[src/rtl/odom_pkg.sv]
// rtl/odom_pkg.sv - shared types and defaults for the odometry sequencer
package odom_pkg;

  localparam int DATAWIDTH_N    = 32;
  localparam int FRACTIONAL_Q   = 15;
  localparam int PERIOD_CYCLES  = 500000;
  localparam int TIMEOUT_CYCLES = 4096;

  typedef enum logic [2:0] {
    ST_IDLE,
    ST_LATCH,
    ST_VEL_WAIT,
    ST_POS_WAIT,
    ST_ZERO
  } odom_state_e;

  // Counter width that still holds n-1 and is never zero bits wide.
  function automatic int cnt_width(input int n);
    return (n > 2) ? $clog2(n) : 1;
  endfunction

endpackage

[src/rtl/odom_sequencer_if.sv]
// rtl/odom_sequencer_if.sv - sequencer handshake and snapshot bus bundle
interface odom_sequencer_if #(
  parameter int DATAWIDTH_N = odom_pkg::DATAWIDTH_N
) ();

  logic                   ODOM_SEQUENCER_ENABLE_In;
  logic                   ODOM_SEQUENCER_SETBEGIN_InLow;
  logic [DATAWIDTH_N-1:0] ODOM_SEQUENCER_W1_InBus;
  logic [DATAWIDTH_N-1:0] ODOM_SEQUENCER_W2_InBus;
  logic [DATAWIDTH_N-1:0] ODOM_SEQUENCER_W3_InBus;
  logic [DATAWIDTH_N-1:0] ODOM_SEQUENCER_W4_InBus;
  logic [DATAWIDTH_N-1:0] ODOM_SEQUENCER_THETA_InBus;
  logic                   ODOM_SEQUENCER_VEL_DONE_In;
  logic                   ODOM_SEQUENCER_POS_DONE_In;
  logic [DATAWIDTH_N-1:0] ODOM_SEQUENCER_W1_OutBus;
  logic [DATAWIDTH_N-1:0] ODOM_SEQUENCER_W2_OutBus;
  logic [DATAWIDTH_N-1:0] ODOM_SEQUENCER_W3_OutBus;
  logic [DATAWIDTH_N-1:0] ODOM_SEQUENCER_W4_OutBus;
  logic [DATAWIDTH_N-1:0] ODOM_SEQUENCER_THETA_OutBus;
  logic                   ODOM_SEQUENCER_VEL_START_Out;
  logic                   ODOM_SEQUENCER_POS_UPDATE_Out;
  logic                   ODOM_SEQUENCER_POS_SETBEGIN_OutLow;
  logic                   ODOM_SEQUENCER_BUSY_Out;
  logic                   ODOM_SEQUENCER_TIMEOUT_Out;
  logic                   ODOM_SEQUENCER_OVERRUN_Out;
  logic [15:0]            ODOM_SEQUENCER_SAMPLES_OutBus;

  // Sequencer side: consumes live data and done flags, issues commands.
  modport master (
    input  ODOM_SEQUENCER_ENABLE_In, ODOM_SEQUENCER_SETBEGIN_InLow,
    input  ODOM_SEQUENCER_W1_InBus, ODOM_SEQUENCER_W2_InBus,
    input  ODOM_SEQUENCER_W3_InBus, ODOM_SEQUENCER_W4_InBus,
    input  ODOM_SEQUENCER_THETA_InBus,
    input  ODOM_SEQUENCER_VEL_DONE_In, ODOM_SEQUENCER_POS_DONE_In,
    output ODOM_SEQUENCER_W1_OutBus, ODOM_SEQUENCER_W2_OutBus,
    output ODOM_SEQUENCER_W3_OutBus, ODOM_SEQUENCER_W4_OutBus,
    output ODOM_SEQUENCER_THETA_OutBus,
    output ODOM_SEQUENCER_VEL_START_Out, ODOM_SEQUENCER_POS_UPDATE_Out,
    output ODOM_SEQUENCER_POS_SETBEGIN_OutLow, ODOM_SEQUENCER_BUSY_Out,
    output ODOM_SEQUENCER_TIMEOUT_Out, ODOM_SEQUENCER_OVERRUN_Out,
    output ODOM_SEQUENCER_SAMPLES_OutBus
  );

  // Datapath side: supplies live data and done flags, follows commands.
  modport slave (
    output ODOM_SEQUENCER_ENABLE_In, ODOM_SEQUENCER_SETBEGIN_InLow,
    output ODOM_SEQUENCER_W1_InBus, ODOM_SEQUENCER_W2_InBus,
    output ODOM_SEQUENCER_W3_InBus, ODOM_SEQUENCER_W4_InBus,
    output ODOM_SEQUENCER_THETA_InBus,
    output ODOM_SEQUENCER_VEL_DONE_In, ODOM_SEQUENCER_POS_DONE_In,
    input  ODOM_SEQUENCER_W1_OutBus, ODOM_SEQUENCER_W2_OutBus,
    input  ODOM_SEQUENCER_W3_OutBus, ODOM_SEQUENCER_W4_OutBus,
    input  ODOM_SEQUENCER_THETA_OutBus,
    input  ODOM_SEQUENCER_VEL_START_Out, ODOM_SEQUENCER_POS_UPDATE_Out,
    input  ODOM_SEQUENCER_POS_SETBEGIN_OutLow, ODOM_SEQUENCER_BUSY_Out,
    input  ODOM_SEQUENCER_TIMEOUT_Out, ODOM_SEQUENCER_OVERRUN_Out,
    input  ODOM_SEQUENCER_SAMPLES_OutBus
  );

endinterface

[src/rtl/odom_sync_edge.sv]
// rtl/odom_sync_edge.sv - 2-flop synchronizer with falling-edge detect
module odom_sync_edge (
  input  logic clk,
  input  logic rst,
  input  logic din,
  output logic fall
);

  logic s1_q, s1_d;
  logic s2_q, s2_d;
  logic prev_q, prev_d;

  // Shift the asynchronous input through two stages, keep last value.
  always_comb begin
    s1_d   = din;
    s2_d   = s1_q;
    prev_d = s2_q;
  end

  // Stages idle high so a released button never looks like an edge.
  always_ff @(posedge clk or posedge rst) begin
    if (rst) begin
      s1_q   <= 1'b1;
      s2_q   <= 1'b1;
      prev_q <= 1'b1;
    end else begin
      s1_q   <= s1_d;
      s2_q   <= s2_d;
      prev_q <= prev_d;
    end
  end

  assign fall = prev_q & ~s2_q;

endmodule

[src/rtl/odom_sequencer.sv]
// rtl/odom_sequencer.sv - periodic snapshot and velocity/integrator sequencer
module odom_sequencer
  import odom_pkg::*;
#(
  parameter int DATAWIDTH_N    = odom_pkg::DATAWIDTH_N,
  parameter int PERIOD_CYCLES  = odom_pkg::PERIOD_CYCLES,
  parameter int TIMEOUT_CYCLES = odom_pkg::TIMEOUT_CYCLES
) (
  input  logic              ODOM_SEQUENCER_CLOCK_50,
  input  logic              ODOM_SEQUENCER_Reset_InHigh,
  odom_sequencer_if.master  bus
);

  localparam int PW = cnt_width(PERIOD_CYCLES);
  localparam int TW = cnt_width(TIMEOUT_CYCLES);

  logic clk, rst;
  assign clk = ODOM_SEQUENCER_CLOCK_50;
  assign rst = ODOM_SEQUENCER_Reset_InHigh;

  odom_state_e            state_q, state_d;
  logic [PW-1:0]          per_q, per_d;
  logic [TW-1:0]          to_q, to_d;
  logic [DATAWIDTH_N-1:0] w1_q, w1_d, w2_q, w2_d, w3_q, w3_d, w4_q, w4_d;
  logic [DATAWIDTH_N-1:0] theta_q, theta_d;
  logic                   vel_start_q, vel_start_d;
  logic                   pos_update_q, pos_update_d;
  logic                   setbegin_n_q, setbegin_n_d;
  logic                   timeout_q, timeout_d;
  logic                   overrun_q, overrun_d;
  logic                   pending_q, pending_d;
  logic [15:0]            samples_q, samples_d;
  logic                   zero_fall;
  logic                   tick;

  odom_sync_edge u_setbegin_sync (
    .clk  (clk),
    .rst  (rst),
    .din  (bus.ODOM_SEQUENCER_SETBEGIN_InLow),
    .fall (zero_fall)
  );

  assign tick = bus.ODOM_SEQUENCER_ENABLE_In && (per_q == PW'(PERIOD_CYCLES - 1));

  // Next-state, period counter, snapshot capture and flag updates.
  always_comb begin
    state_d      = state_q;
    to_d         = to_q + 1'b1;
    w1_d         = w1_q;
    w2_d         = w2_q;
    w3_d         = w3_q;
    w4_d         = w4_q;
    theta_d      = theta_q;
    vel_start_d  = 1'b0;
    pos_update_d = 1'b0;
    samples_d    = samples_q;
    timeout_d    = timeout_q;
    overrun_d    = overrun_q;
    pending_d    = pending_q | zero_fall;

    if (!bus.ODOM_SEQUENCER_ENABLE_In || tick) per_d = '0;
    else                                       per_d = per_q + 1'b1;

    // A tick the sequence cannot take is lost, but recorded.
    if (tick && state_q != ST_IDLE) overrun_d = 1'b1;

    case (state_q)
      ST_IDLE: begin
        if (pending_q) state_d = ST_ZERO;
        else if (tick) state_d = ST_LATCH;
      end
      ST_LATCH: begin
        w1_d        = bus.ODOM_SEQUENCER_W1_InBus;
        w2_d        = bus.ODOM_SEQUENCER_W2_InBus;
        w3_d        = bus.ODOM_SEQUENCER_W3_InBus;
        w4_d        = bus.ODOM_SEQUENCER_W4_InBus;
        theta_d     = bus.ODOM_SEQUENCER_THETA_InBus;
        to_d        = '0;
        vel_start_d = 1'b1;
        state_d     = ST_VEL_WAIT;
      end
      ST_VEL_WAIT: begin
        // A done level left over from the last sample is ignored while
        // the start pulse is still out.
        if (bus.ODOM_SEQUENCER_VEL_DONE_In && !vel_start_q) begin
          to_d         = '0;
          pos_update_d = 1'b1;
          state_d      = ST_POS_WAIT;
        end else if (to_q == TW'(TIMEOUT_CYCLES - 1)) begin
          timeout_d = 1'b1;
          state_d   = ST_IDLE;
        end
      end
      ST_POS_WAIT: begin
        if (bus.ODOM_SEQUENCER_POS_DONE_In && !pos_update_q) begin
          samples_d = samples_q + 16'd1;
          state_d   = ST_IDLE;
        end else if (to_q == TW'(TIMEOUT_CYCLES - 1)) begin
          timeout_d = 1'b1;
          state_d   = ST_IDLE;
        end
      end
      ST_ZERO: begin
        samples_d = '0;
        timeout_d = 1'b0;
        overrun_d = 1'b0;
        pending_d = zero_fall;
        state_d   = ST_IDLE;
      end
      default: state_d = ST_IDLE;
    endcase

    setbegin_n_d = (state_d != ST_ZERO);
  end

  // State and output registers; every command output is a flop.
  always_ff @(posedge clk or posedge rst) begin
    if (rst) begin
      state_q      <= ST_IDLE;
      per_q        <= '0;
      to_q         <= '0;
      w1_q         <= '0;
      w2_q         <= '0;
      w3_q         <= '0;
      w4_q         <= '0;
      theta_q      <= '0;
      vel_start_q  <= 1'b0;
      pos_update_q <= 1'b0;
      setbegin_n_q <= 1'b1;
      samples_q    <= '0;
      timeout_q    <= 1'b0;
      overrun_q    <= 1'b0;
      pending_q    <= 1'b0;
    end else begin
      state_q      <= state_d;
      per_q        <= per_d;
      to_q         <= to_d;
      w1_q         <= w1_d;
      w2_q         <= w2_d;
      w3_q         <= w3_d;
      w4_q         <= w4_d;
      theta_q      <= theta_d;
      vel_start_q  <= vel_start_d;
      pos_update_q <= pos_update_d;
      setbegin_n_q <= setbegin_n_d;
      samples_q    <= samples_d;
      timeout_q    <= timeout_d;
      overrun_q    <= overrun_d;
      pending_q    <= pending_d;
    end
  end

  assign bus.ODOM_SEQUENCER_W1_OutBus           = w1_q;
  assign bus.ODOM_SEQUENCER_W2_OutBus           = w2_q;
  assign bus.ODOM_SEQUENCER_W3_OutBus           = w3_q;
  assign bus.ODOM_SEQUENCER_W4_OutBus           = w4_q;
  assign bus.ODOM_SEQUENCER_THETA_OutBus        = theta_q;
  assign bus.ODOM_SEQUENCER_VEL_START_Out       = vel_start_q;
  assign bus.ODOM_SEQUENCER_POS_UPDATE_Out      = pos_update_q;
  assign bus.ODOM_SEQUENCER_POS_SETBEGIN_OutLow = setbegin_n_q;
  assign bus.ODOM_SEQUENCER_BUSY_Out            = (state_q != ST_IDLE);
  assign bus.ODOM_SEQUENCER_TIMEOUT_Out         = timeout_q;
  assign bus.ODOM_SEQUENCER_OVERRUN_Out         = overrun_q;
  assign bus.ODOM_SEQUENCER_SAMPLES_OutBus      = samples_q;

endmodule

[src/flat_wrapper.sv]
// flat-port wrapper written by rule: the top's interface ports become plain ports
module odom_sequencer_flat import odom_pkg::*;
#(
  parameter int DATAWIDTH_N    = odom_pkg::DATAWIDTH_N,
  parameter int PERIOD_CYCLES  = odom_pkg::PERIOD_CYCLES,
  parameter int TIMEOUT_CYCLES = odom_pkg::TIMEOUT_CYCLES
)
  (ODOM_SEQUENCER_CLOCK_50, ODOM_SEQUENCER_Reset_InHigh, bus_ODOM_SEQUENCER_ENABLE_In, bus_ODOM_SEQUENCER_SETBEGIN_InLow, bus_ODOM_SEQUENCER_W1_InBus, bus_ODOM_SEQUENCER_W2_InBus, bus_ODOM_SEQUENCER_W3_InBus, bus_ODOM_SEQUENCER_W4_InBus, bus_ODOM_SEQUENCER_THETA_InBus, bus_ODOM_SEQUENCER_VEL_DONE_In, bus_ODOM_SEQUENCER_POS_DONE_In, bus_ODOM_SEQUENCER_W1_OutBus, bus_ODOM_SEQUENCER_W2_OutBus, bus_ODOM_SEQUENCER_W3_OutBus, bus_ODOM_SEQUENCER_W4_OutBus, bus_ODOM_SEQUENCER_THETA_OutBus, bus_ODOM_SEQUENCER_VEL_START_Out, bus_ODOM_SEQUENCER_POS_UPDATE_Out, bus_ODOM_SEQUENCER_POS_SETBEGIN_OutLow, bus_ODOM_SEQUENCER_BUSY_Out, bus_ODOM_SEQUENCER_TIMEOUT_Out, bus_ODOM_SEQUENCER_OVERRUN_Out, bus_ODOM_SEQUENCER_SAMPLES_OutBus);
  odom_sequencer_if #(.DATAWIDTH_N(DATAWIDTH_N)) bus_i ();
  input  logic ODOM_SEQUENCER_CLOCK_50;
  input  logic ODOM_SEQUENCER_Reset_InHigh;
  input wire logic [$bits(bus_i.ODOM_SEQUENCER_ENABLE_In)-1:0] bus_ODOM_SEQUENCER_ENABLE_In;
  input wire logic [$bits(bus_i.ODOM_SEQUENCER_SETBEGIN_InLow)-1:0] bus_ODOM_SEQUENCER_SETBEGIN_InLow;
  input wire logic [$bits(bus_i.ODOM_SEQUENCER_W1_InBus)-1:0] bus_ODOM_SEQUENCER_W1_InBus;
  input wire logic [$bits(bus_i.ODOM_SEQUENCER_W2_InBus)-1:0] bus_ODOM_SEQUENCER_W2_InBus;
  input wire logic [$bits(bus_i.ODOM_SEQUENCER_W3_InBus)-1:0] bus_ODOM_SEQUENCER_W3_InBus;
  input wire logic [$bits(bus_i.ODOM_SEQUENCER_W4_InBus)-1:0] bus_ODOM_SEQUENCER_W4_InBus;
  input wire logic [$bits(bus_i.ODOM_SEQUENCER_THETA_InBus)-1:0] bus_ODOM_SEQUENCER_THETA_InBus;
  input wire logic [$bits(bus_i.ODOM_SEQUENCER_VEL_DONE_In)-1:0] bus_ODOM_SEQUENCER_VEL_DONE_In;
  input wire logic [$bits(bus_i.ODOM_SEQUENCER_POS_DONE_In)-1:0] bus_ODOM_SEQUENCER_POS_DONE_In;
  output wire logic [$bits(bus_i.ODOM_SEQUENCER_W1_OutBus)-1:0] bus_ODOM_SEQUENCER_W1_OutBus;
  output wire logic [$bits(bus_i.ODOM_SEQUENCER_W2_OutBus)-1:0] bus_ODOM_SEQUENCER_W2_OutBus;
  output wire logic [$bits(bus_i.ODOM_SEQUENCER_W3_OutBus)-1:0] bus_ODOM_SEQUENCER_W3_OutBus;
  output wire logic [$bits(bus_i.ODOM_SEQUENCER_W4_OutBus)-1:0] bus_ODOM_SEQUENCER_W4_OutBus;
  output wire logic [$bits(bus_i.ODOM_SEQUENCER_THETA_OutBus)-1:0] bus_ODOM_SEQUENCER_THETA_OutBus;
  output wire logic [$bits(bus_i.ODOM_SEQUENCER_VEL_START_Out)-1:0] bus_ODOM_SEQUENCER_VEL_START_Out;
  output wire logic [$bits(bus_i.ODOM_SEQUENCER_POS_UPDATE_Out)-1:0] bus_ODOM_SEQUENCER_POS_UPDATE_Out;
  output wire logic [$bits(bus_i.ODOM_SEQUENCER_POS_SETBEGIN_OutLow)-1:0] bus_ODOM_SEQUENCER_POS_SETBEGIN_OutLow;
  output wire logic [$bits(bus_i.ODOM_SEQUENCER_BUSY_Out)-1:0] bus_ODOM_SEQUENCER_BUSY_Out;
  output wire logic [$bits(bus_i.ODOM_SEQUENCER_TIMEOUT_Out)-1:0] bus_ODOM_SEQUENCER_TIMEOUT_Out;
  output wire logic [$bits(bus_i.ODOM_SEQUENCER_OVERRUN_Out)-1:0] bus_ODOM_SEQUENCER_OVERRUN_Out;
  output wire logic [$bits(bus_i.ODOM_SEQUENCER_SAMPLES_OutBus)-1:0] bus_ODOM_SEQUENCER_SAMPLES_OutBus;
  assign bus_i.ODOM_SEQUENCER_ENABLE_In = bus_ODOM_SEQUENCER_ENABLE_In;
  assign bus_i.ODOM_SEQUENCER_SETBEGIN_InLow = bus_ODOM_SEQUENCER_SETBEGIN_InLow;
  assign bus_i.ODOM_SEQUENCER_W1_InBus = bus_ODOM_SEQUENCER_W1_InBus;
  assign bus_i.ODOM_SEQUENCER_W2_InBus = bus_ODOM_SEQUENCER_W2_InBus;
  assign bus_i.ODOM_SEQUENCER_W3_InBus = bus_ODOM_SEQUENCER_W3_InBus;
  assign bus_i.ODOM_SEQUENCER_W4_InBus = bus_ODOM_SEQUENCER_W4_InBus;
  assign bus_i.ODOM_SEQUENCER_THETA_InBus = bus_ODOM_SEQUENCER_THETA_InBus;
  assign bus_i.ODOM_SEQUENCER_VEL_DONE_In = bus_ODOM_SEQUENCER_VEL_DONE_In;
  assign bus_i.ODOM_SEQUENCER_POS_DONE_In = bus_ODOM_SEQUENCER_POS_DONE_In;
  assign bus_ODOM_SEQUENCER_W1_OutBus = bus_i.ODOM_SEQUENCER_W1_OutBus;
  assign bus_ODOM_SEQUENCER_W2_OutBus = bus_i.ODOM_SEQUENCER_W2_OutBus;
  assign bus_ODOM_SEQUENCER_W3_OutBus = bus_i.ODOM_SEQUENCER_W3_OutBus;
  assign bus_ODOM_SEQUENCER_W4_OutBus = bus_i.ODOM_SEQUENCER_W4_OutBus;
  assign bus_ODOM_SEQUENCER_THETA_OutBus = bus_i.ODOM_SEQUENCER_THETA_OutBus;
  assign bus_ODOM_SEQUENCER_VEL_START_Out = bus_i.ODOM_SEQUENCER_VEL_START_Out;
  assign bus_ODOM_SEQUENCER_POS_UPDATE_Out = bus_i.ODOM_SEQUENCER_POS_UPDATE_Out;
  assign bus_ODOM_SEQUENCER_POS_SETBEGIN_OutLow = bus_i.ODOM_SEQUENCER_POS_SETBEGIN_OutLow;
  assign bus_ODOM_SEQUENCER_BUSY_Out = bus_i.ODOM_SEQUENCER_BUSY_Out;
  assign bus_ODOM_SEQUENCER_TIMEOUT_Out = bus_i.ODOM_SEQUENCER_TIMEOUT_Out;
  assign bus_ODOM_SEQUENCER_OVERRUN_Out = bus_i.ODOM_SEQUENCER_OVERRUN_Out;
  assign bus_ODOM_SEQUENCER_SAMPLES_OutBus = bus_i.ODOM_SEQUENCER_SAMPLES_OutBus;
  odom_sequencer #(.DATAWIDTH_N(DATAWIDTH_N), .PERIOD_CYCLES(PERIOD_CYCLES), .TIMEOUT_CYCLES(TIMEOUT_CYCLES)) u_core (.ODOM_SEQUENCER_CLOCK_50(ODOM_SEQUENCER_CLOCK_50), .ODOM_SEQUENCER_Reset_InHigh(ODOM_SEQUENCER_Reset_InHigh), .bus(bus_i));
endmodule
[config.mk]
export PLATFORM = sky130hd
export DESIGN_NAME = odom_sequencer_flat
export DESIGN_NICKNAME = d
export VERILOG_FILES = /design/src/rtl/odom_pkg.sv /design/src/rtl/odom_sequencer_if.sv /design/src/rtl/odom_sync_edge.sv /design/src/rtl/odom_sequencer.sv /design/src/flat_wrapper.sv
export SDC_FILE = /design/constraint.sdc
export NUM_CORES = 1
export LEC_CHECK = 0
export CORE_MARGIN = 2
export CORE_UTILIZATION = 25
export CTS_BUF_LIST = sky130_fd_sc_hd__clkbuf_2
export CTS_CLUSTER_DIAMETER = 150
export DETAILED_ROUTE_END_ITERATION = 16
export MAX_ROUTING_LAYER = met4
export SKIP_CTS_REPAIR_TIMING = 1
export SYNTH_ARGS = -nofsm -noshare
export SYNTH_HDL_FRONTEND = slang
export SYNTH_SLANG_ARGS = --single-unit
[constraint.sdc]
create_clock -name ODOM_SEQUENCER_CLOCK_50 -period 22.4 [get_ports ODOM_SEQUENCER_CLOCK_50]
set_input_delay 5.6 -clock ODOM_SEQUENCER_CLOCK_50 [delete_from_list [all_inputs] [get_ports ODOM_SEQUENCER_CLOCK_50]]
set_output_delay 5.6 -clock ODOM_SEQUENCER_CLOCK_50 [all_outputs]
set_load 0.005 [all_outputs]
==> impl_summary.log, run 1 <==
[metrics] maximum operating frequency: 0.128 GHz
[metrics] share of post-route cells with drive strength above 1: 0.260
[metrics] critical path launch point: u_core.state_q[1]$_DFF_PP0_
[metrics] end point of the critical path: bus_ODOM_SEQUENCER_BUSY_Out
[metrics] maximum count of clock buffers along a single path: 3
[metrics] asr flop ratio synth: 1.00
[metrics] Vias: 6513
[metrics] most area-hungry cell type in the Yosys netlist: sky130_fd_sc_hd__dfrtp_1
[metrics] area share of the leading cell type in the synthesized netlist: 0.620
[metrics] final routed wire length divided by cell count: 15.7 um
[metrics] antenna violations before repair: 2
[metrics] clock tree from TritonCTS: built
[metrics] ordered list of cells on the worst path: nor3_1 -> inv_1 -> clkdlybuf4s50_1
[metrics] hold slack final: 0.366 ns
[metrics] clock insertion delay at the later pin of the skew report: 0.86 ns
[metrics] count of state elements after synthesis: 219
[metrics] nature of the critical path endpoint: primary output
[metrics] setup slack after layout: 14.61 ns
[metrics] Gate Count Post-Synth: 623
[metrics] pwr/cell area: 57.9 nW/um^2
[metrics] primary flip-flop cell chosen by synthesis mapping: sky130_fd_sc_hd__dfrtp_1
[metrics] final hold viol count: 0
[metrics] maximum clock skew at final layout: 0.0543 ns
[metrics] signal arrival time at the worst endpoint: 2.19 ns
[metrics] core region area: 34400 um^2
[metrics] CTS clock-pin slew for the worst setup and hold paths: 0.08 ns
[metrics] Die H: 190 um
[metrics] Ports: 348
[metrics] # port buffers: 347
[metrics] outcome: completed
[metrics] Leak Pwr: 6.03 nW
[metrics] number of setup violations in the final report: 0
[metrics] total CTS buffers: 66
[metrics] Ys Warns: 0
[metrics] die area: 36200 um^2
[metrics] placement row count: 68
[metrics] initial drt markers: 214
[metrics] Mean Syn Cell Area: 13.9 um^2
[metrics] cell at the root of the clock tree: sky130_fd_sc_hd__clkbuf_2
[metrics] count of max-cap constraint violations: 0
[metrics] total congestion overflow: 0
[metrics] sequential-to-total area share from yosys stat: 0.632
[metrics] part of the cycle the worst path needs: 0.348
[metrics] pin slew with the least headroom to its limit: 1.17 ns
[metrics] first-pass GRT wire length: 37500 um
[metrics] synthesis-to-layout area growth: 52.9%
[metrics] R2R Path End: u_core.bus.ODOM_SEQUENCER_THETA_OutBus[31]$_DFFE_PP0P_
[metrics] number of synthesized flops with an enable pin: 0
[metrics] Reg2Reg Setup Slack: 19.99 ns
[metrics] slew margin rel.: 0.215
[metrics] final critical-path required period: 7.79 ns
[metrics] cell total after placement: 1404
[metrics] maximum number of pins on one net before global-route repair: 160
[metrics] number of nets in the layout: 1186
[metrics] Detailed Place HPWL: 16400 um
[metrics] cell type group with the largest total delay on the critical path: buffers and inverters
[metrics] final routed wirelength across all metal layers: 23800 um
[metrics] RSZ-0062 raised after global routing: false
[metrics] cell area after synthesis: 8680 um^2
[metrics] number of standard cells in the final layout excluding fillers: 1517
[metrics] post-route DRC violation count: 0
[metrics] DP Worst Slack: 14.65 ns
[metrics] CP Data Required Time: 16.80 ns
[metrics] worst setup path class: flip-flop to primary output
[metrics] number of cells on the critical path: 3
[metrics] number of sinks on the clock net: 219
[metrics] antenna-violating nets left: 0
[metrics] number of global-route vias before repair: 7075
[metrics] Sum Neg Setup Slack: 0 ns
[metrics] area of all placed cells without fillers: 13300 um^2
[metrics] Synth Net Count: 792
[metrics] IR drop worst, VDD: 35.2 uV
[metrics] Initial Utilization: 0.252
[metrics] H-tree levels: 3
[metrics] highest net fanout along the worst path: 8
[metrics] number of cells on the worst reg-to-reg path: 3
[metrics] CP Launch Type: flip-flop
[metrics] max-slew violation total from the final report: 0
[metrics] Tightest Hold Check Type: flip-flop to flip-flop
[metrics] Worst Path Buf+Inv: 2
[metrics] Vias/cell: 4.29
[metrics] source of the worst register-to-register timing path: u_core.state_q[0]$_DFF_PP0_
[metrics] GR Util All Layers: 0.137
[metrics] total iterations of the first detailed-routing run: 5
[metrics] largest cells by area after synthesis: sky130_fd_sc_hd__dfrtp_1 62%, sky130_fd_sc_hd__mux2_2 21%, sky130_fd_sc_hd__xnor2_1 2.5%
[metrics] post-synth cell types: 42
[metrics] Largest stage delay, worst path: 0.47 ns
[metrics] placement-stage cell area: 12700 um^2
[metrics] placer's final routability congestion estimate: 0.768
[metrics] standard cell with the maximum stage delay on the critical path: sky130_fd_sc_hd__dfrtp_1
[metrics] Die X-Extent: 190 um
-- sequential cells by signal, indices dropped and copies added (netlist names), 3 cells and up --
register and count:
u_core.bus.ODOM_SEQUENCER_W3_OutBus 32, u_core.state_q 3, u_core.bus.ODOM_SEQUENCER_SAMPLES_OutBus 16, u_core.bus.ODOM_SEQUENCER_W1_OutBus 32
u_core.bus.ODOM_SEQUENCER_THETA_OutBus 32, u_core.to_q 12, u_core.bus.ODOM_SEQUENCER_W4_OutBus 32, u_core.bus.ODOM_SEQUENCER_W2_OutBus 32
u_core.per_q 19
-- report_power, final --
part / leakage (nW) / internal (mW) / switching [mW] / total (mW)
combinational: 2.55 / 0.0337 / 0.0230 / 0.0568
clock: 0.452 / 0.135 / 0.174 / 0.310
sequential: 3.03 / 0.399 / 0.00285 / 0.402
-- area by class of cell --
| class | instances | area, um^2 |
|---|---|---|
| antenna | 3 | 7.51 |
| clock inverter | 15 | 115 |
| clock buffer | 95 | 475 |
| timing repair buffer | 351 | 3520 |
| inverter | 15 | 63.8 |
| fill | 3392 | 21100 |
| sequential | 219 | 5490 |
| tap | 455 | 569 |
| multi-input combinational | 364 | 3040 |
-- layout by cell type, fill, tap and decap left out, drive strengths merged, types with 2 or more instances in the layout --
cell and n:
clkinv 10, inv 17, nand2 22, nand3b 3
and2 2, clkbuf 95, nor4 10, mux2 160
clkdlybuf4s50 347, dfstp 4, diode 3, xor2 8
nand3 17, nand4 12, buf 4, nor3b 2
or4 4, xnor2 25, nor4b 2, a21oi 3
o21ai 6, dfrtp 215, and4 2, bufinv 2
nor2 44, and3 3, nand2b 3, mux2i 2
nor3 17, o211ai 2, ha 3
-- metal layers --
layer	global-route usage	vias to the layer above	routed length, um
met1	0.149	3207	9180
li1	-	3013	-
met4	0.0584	0	593
met3	0.0690	38	2420
met5	-	-	0
met2	0.211	255	11600
-- per-stage QoR --
stage	util	total power, mW
after floorplan	-	0.427
after global placement	0.369	0.467
after detailed placement	0.369	0.468
after CTS	0.386	0.791
after global routing	0.386	0.816
final	0.386	0.768
-- synthesized netlist by cell type, types with 3 or more instances --
cell type,number
sky130_fd_sc_hd__a21oi_1,3
sky130_fd_sc_hd__ha_1,3
sky130_fd_sc_hd__clkbuf_1,15
sky130_fd_sc_hd__nor3_1,17
sky130_fd_sc_hd__mux2_2,160
sky130_fd_sc_hd__nor2_1,44
sky130_fd_sc_hd__nand2b_1,3
sky130_fd_sc_hd__nor4_1,10
sky130_fd_sc_hd__and3_1,3
sky130_fd_sc_hd__nand4_1,12
sky130_fd_sc_hd__or4_1,4
sky130_fd_sc_hd__inv_1,15
sky130_fd_sc_hd__dfstp_2,4
sky130_fd_sc_hd__nand3_1,17
sky130_fd_sc_hd__buf_2,9
sky130_fd_sc_hd__dfrtp_1,215
sky130_fd_sc_hd__nand2_1,22
sky130_fd_sc_hd__o21ai_0,5
sky130_fd_sc_hd__xnor2_1,25
sky130_fd_sc_hd__xor2_1,8
-- how the worst min path moves through the flow --
stage / start / cells after the start / slack [ns] / to
detailed placement: u_core.u_setbegin_sync.s1_q$_DFF_PP1_ / 0 / 0.35 / u_core.u_setbegin_sync.prev_d$_DFF_PP1_
global placement: u_core.u_setbegin_sync.s1_q$_DFF_PP1_ / 0 / 0.35 / u_core.u_setbegin_sync.prev_d$_DFF_PP1_
global route: u_core.u_setbegin_sync.s1_q$_DFF_PP1_ / 0 / 0.36 / u_core.u_setbegin_sync.prev_d$_DFF_PP1_
CTS: u_core.u_setbegin_sync.prev_d$_DFF_PP1_ / 0 / 0.37 / u_core.u_setbegin_sync.prev_q$_DFF_PP1_
floorplan: u_core.u_setbegin_sync.s1_q$_DFF_PP1_ / 0 / 0.35 / u_core.u_setbegin_sync.prev_d$_DFF_PP1_
finish: u_core.u_setbegin_sync.s1_q$_DFF_PP1_ / 0 / 0.37 / u_core.u_setbegin_sync.prev_d$_DFF_PP1_
-- cell families after synthesis --
logic type / Yosys count / synth area share
compound gates: 18 / 0.0137
xor+xnor: 33 / 0.0333
fa+ha+maj: 3 / 0.00433
buf+inv: 40 / 0.0187
flops: 219 / 0.632
mux: 162 / 0.210
simple gates: 148 / 0.0879
Power figures use the tool's default switching activity.
==> inputs of run 2 (changes only) <==
Clock period 22.4 ns to 8 ns, I/O delays scaled along.
==> impl_summary.log, run 2 (synthesis results as in run 1) <==
[metrics] outcome: completed
[metrics] maximum operating frequency: 0.233 GHz
[metrics] IR drop worst, VDD: 87.5 uV
[metrics] final routed wire length divided by cell count: 15.8 um
[metrics] first-pass GRT wire length: 38200 um
[metrics] post-route DRC violation count: 0
[metrics] antenna-violating nets left: 0
[metrics] worst setup path class: flip-flop to primary output
[metrics] Ports: 348
[metrics] clock tree from TritonCTS: built
[metrics] GR Util All Layers: 0.139
[metrics] Die X-Extent: 190 um
[metrics] H-tree levels: 2
[metrics] pin slew with the least headroom to its limit: 1.18 ns
[metrics] critical path launch point: u_core.state_q[1]$_DFF_PP0_
[metrics] slew margin rel.: 0.208
[metrics] Vias/cell: 4.31
[metrics] maximum clock skew at final layout: 0.0904 ns
[metrics] die area: 36200 um^2
[metrics] CP Data Required Time: 6.00 ns
[metrics] Vias: 6549
[metrics] number of stages on the worst hold path: 0
[metrics] placer's final routability congestion estimate: 0.789
[metrics] number of standard cells in the final layout excluding fillers: 1520
[metrics] launch instance of the worst min-delay path: u_core.u_setbegin_sync.s1_q$_DFF_PP1_
[metrics] total iterations of the first detailed-routing run: 4
[metrics] part of the cycle the worst path needs: 0.536
[metrics] antenna violations before repair: 1
[metrics] final critical-path required period: 4.29 ns
[metrics] Finished Core Util: 0.384
[metrics] area of all placed cells without fillers: 13200 um^2
[metrics] pwr/cell area: 157 nW/um^2
[metrics] Tightest Hold Check Type: flip-flop to flip-flop
[metrics] cell at the root of the clock tree: sky130_fd_sc_hd__clkbuf_2
[metrics] placement-stage cell area: 12700 um^2
[metrics] number of setup violations in the final report: 0
[metrics] Leak Pwr: 6.00 nW
[metrics] ordered list of cells on the worst path: nor3_1 -> inv_1 -> clkdlybuf4s50_1
[metrics] total congestion overflow: 0
[metrics] placement row count: 68
[metrics] initial drt markers: 266
[metrics] CTS clock-pin slew for the worst setup and hold paths: 0.09 ns
[metrics] final routed wirelength across all metal layers: 24100 um
[metrics] maximum count of clock buffers along a single path: 3
[metrics] clock insertion delay at the later pin of the skew report: 0.98 ns
[metrics] synthesis-to-layout area growth: 52.2%
[metrics] highest net fanout along the worst path: 8
[metrics] share of post-route cells with drive strength above 1: 0.251
[metrics] leading cell type in the layout, fill and taps excluded: sky130_fd_sc_hd__clkdlybuf4s50_1
[metrics] # port buffers: 347
[metrics] maximum number of pins on one net before global-route repair: 124
[metrics] RSZ-0062 raised after global routing: false
[metrics] source of the worst register-to-register timing path: u_core.state_q[0]$_DFF_PP0_
[metrics] standard cell with the maximum stage delay on the critical path: sky130_fd_sc_hd__dfrtp_1
[metrics] count of max-cap constraint violations: 0
[metrics] number of nets in the layout: 1183
[metrics] number of sinks on the clock net: 219
[metrics] signal arrival time at the worst endpoint: 2.29 ns
[metrics] Die H: 190 um
[metrics] number of cells on the worst reg-to-reg path: 4
[metrics] leading cell types in the layout, fill and taps excluded: 347 x sky130_fd_sc_hd__clkdlybuf4s50_1, 215 x sky130_fd_sc_hd__dfrtp_1, 160 x sky130_fd_sc_hd__mux2_2
[metrics] max-slew violation total from the final report: 0
[metrics] number of global-route vias before repair: 7185
[metrics] CP Launch Type: flip-flop
[metrics] core region area: 34400 um^2
[metrics] total CTS buffers: 61
[metrics] nature of the critical path endpoint: primary output
[metrics] Sum Neg Setup Slack: 0 ns
[metrics] cell total after placement: 1406
[metrics] final hold viol count: 0
[metrics] Detailed Place HPWL: 16700 um
[metrics] Largest stage delay, worst path: 0.48 ns
[metrics] Initial Utilization: 0.252
-- run 2: cell count changes in the layout (fill, tap and decap cells not counted), moves of 2 or more --
cell,change
sky130_fd_sc_hd__clkbuf_2,-11
sky130_fd_sc_hd__buf_4,+3
sky130_fd_sc_hd__clkinv_2,+3
sky130_fd_sc_hd__clkinv_1,+12
sky130_fd_sc_hd__bufinv_16,-2
-- run 2: per-layer routing --
metal / vias up / GRT usage / wire length [um]
met4: 0 / 0.0623 / 662
li1: 3026 / - / -
met3: 48 / 0.0582 / 2270
met5: - / - / 0
met1: 3216 / 0.154 / 9370
met2: 259 / 0.219 / 11800
-- run 2: worst max-delay path: cells and delay by family (launching register included) --
kind | cells | cell delay, ns
buf+inv | 2 | 0.52
simple gates | 1 | 0.38
flops | 1 | 0.48
-- run 2: final timing paths --
kind | end | slack [ns]
min in group asynchronous | u_core.bus.ODOM_SEQUENCER_THETA_OutBus[22]$_DFFE_PP0P_ | 1.64
min | u_core.u_setbegin_sync.prev_d$_DFF_PP1_ | 0.36
max in group asynchronous | u_core.per_q[3]$_DFF_PP0_ | 4.80
min reg2reg | u_core.u_setbegin_sync.prev_d$_DFF_PP1_ | 0.36
max reg2reg | u_core.bus.ODOM_SEQUENCER_W3_OutBus[9]$_DFFE_PP0P_ | 5.49
max | bus_ODOM_SEQUENCER_BUSY_Out | 3.71
-- run 2: area by class of cell --
class | count | area (um^2)
Tap cell | 455 | 569
Antenna cell | 2 | 5.00
Sequential cell | 219 | 5490
Fill cell | 3383 | 21200
Timing Repair Buffer | 353 | 3520
Inverter | 15 | 63.8
Multi-Input combinational cell | 364 | 3040
Clock inverter | 28 | 115
Clock buffer | 84 | 420
-- run 2: power by group --
| group | internal (mW) | total [mW] | switching [mW] | leakage (nW) |
|---|---|---|---|---|
| clock network | 0.290 | 0.784 | 0.494 | 0.408 |
| logic | 0.0945 | 0.158 | 0.0639 | 2.56 |
| registers | 1.12 | 1.13 | 0.00843 | 3.03 |
| total | 1.50 | 2.07 | 0.567 | 6.00 |
-- run 2: per-stage QoR --
stage	power, mW	hold slack (ns)	setup WS [ns]
after CTS	2.13	0.364	3.52
after global placement	1.31	0.349	3.79
after global routing	2.21	0.367	3.48
after detailed placement	1.31	0.347	3.77
final	2.07	0.363	3.71
after floorplan	1.20	0.345	0.0139
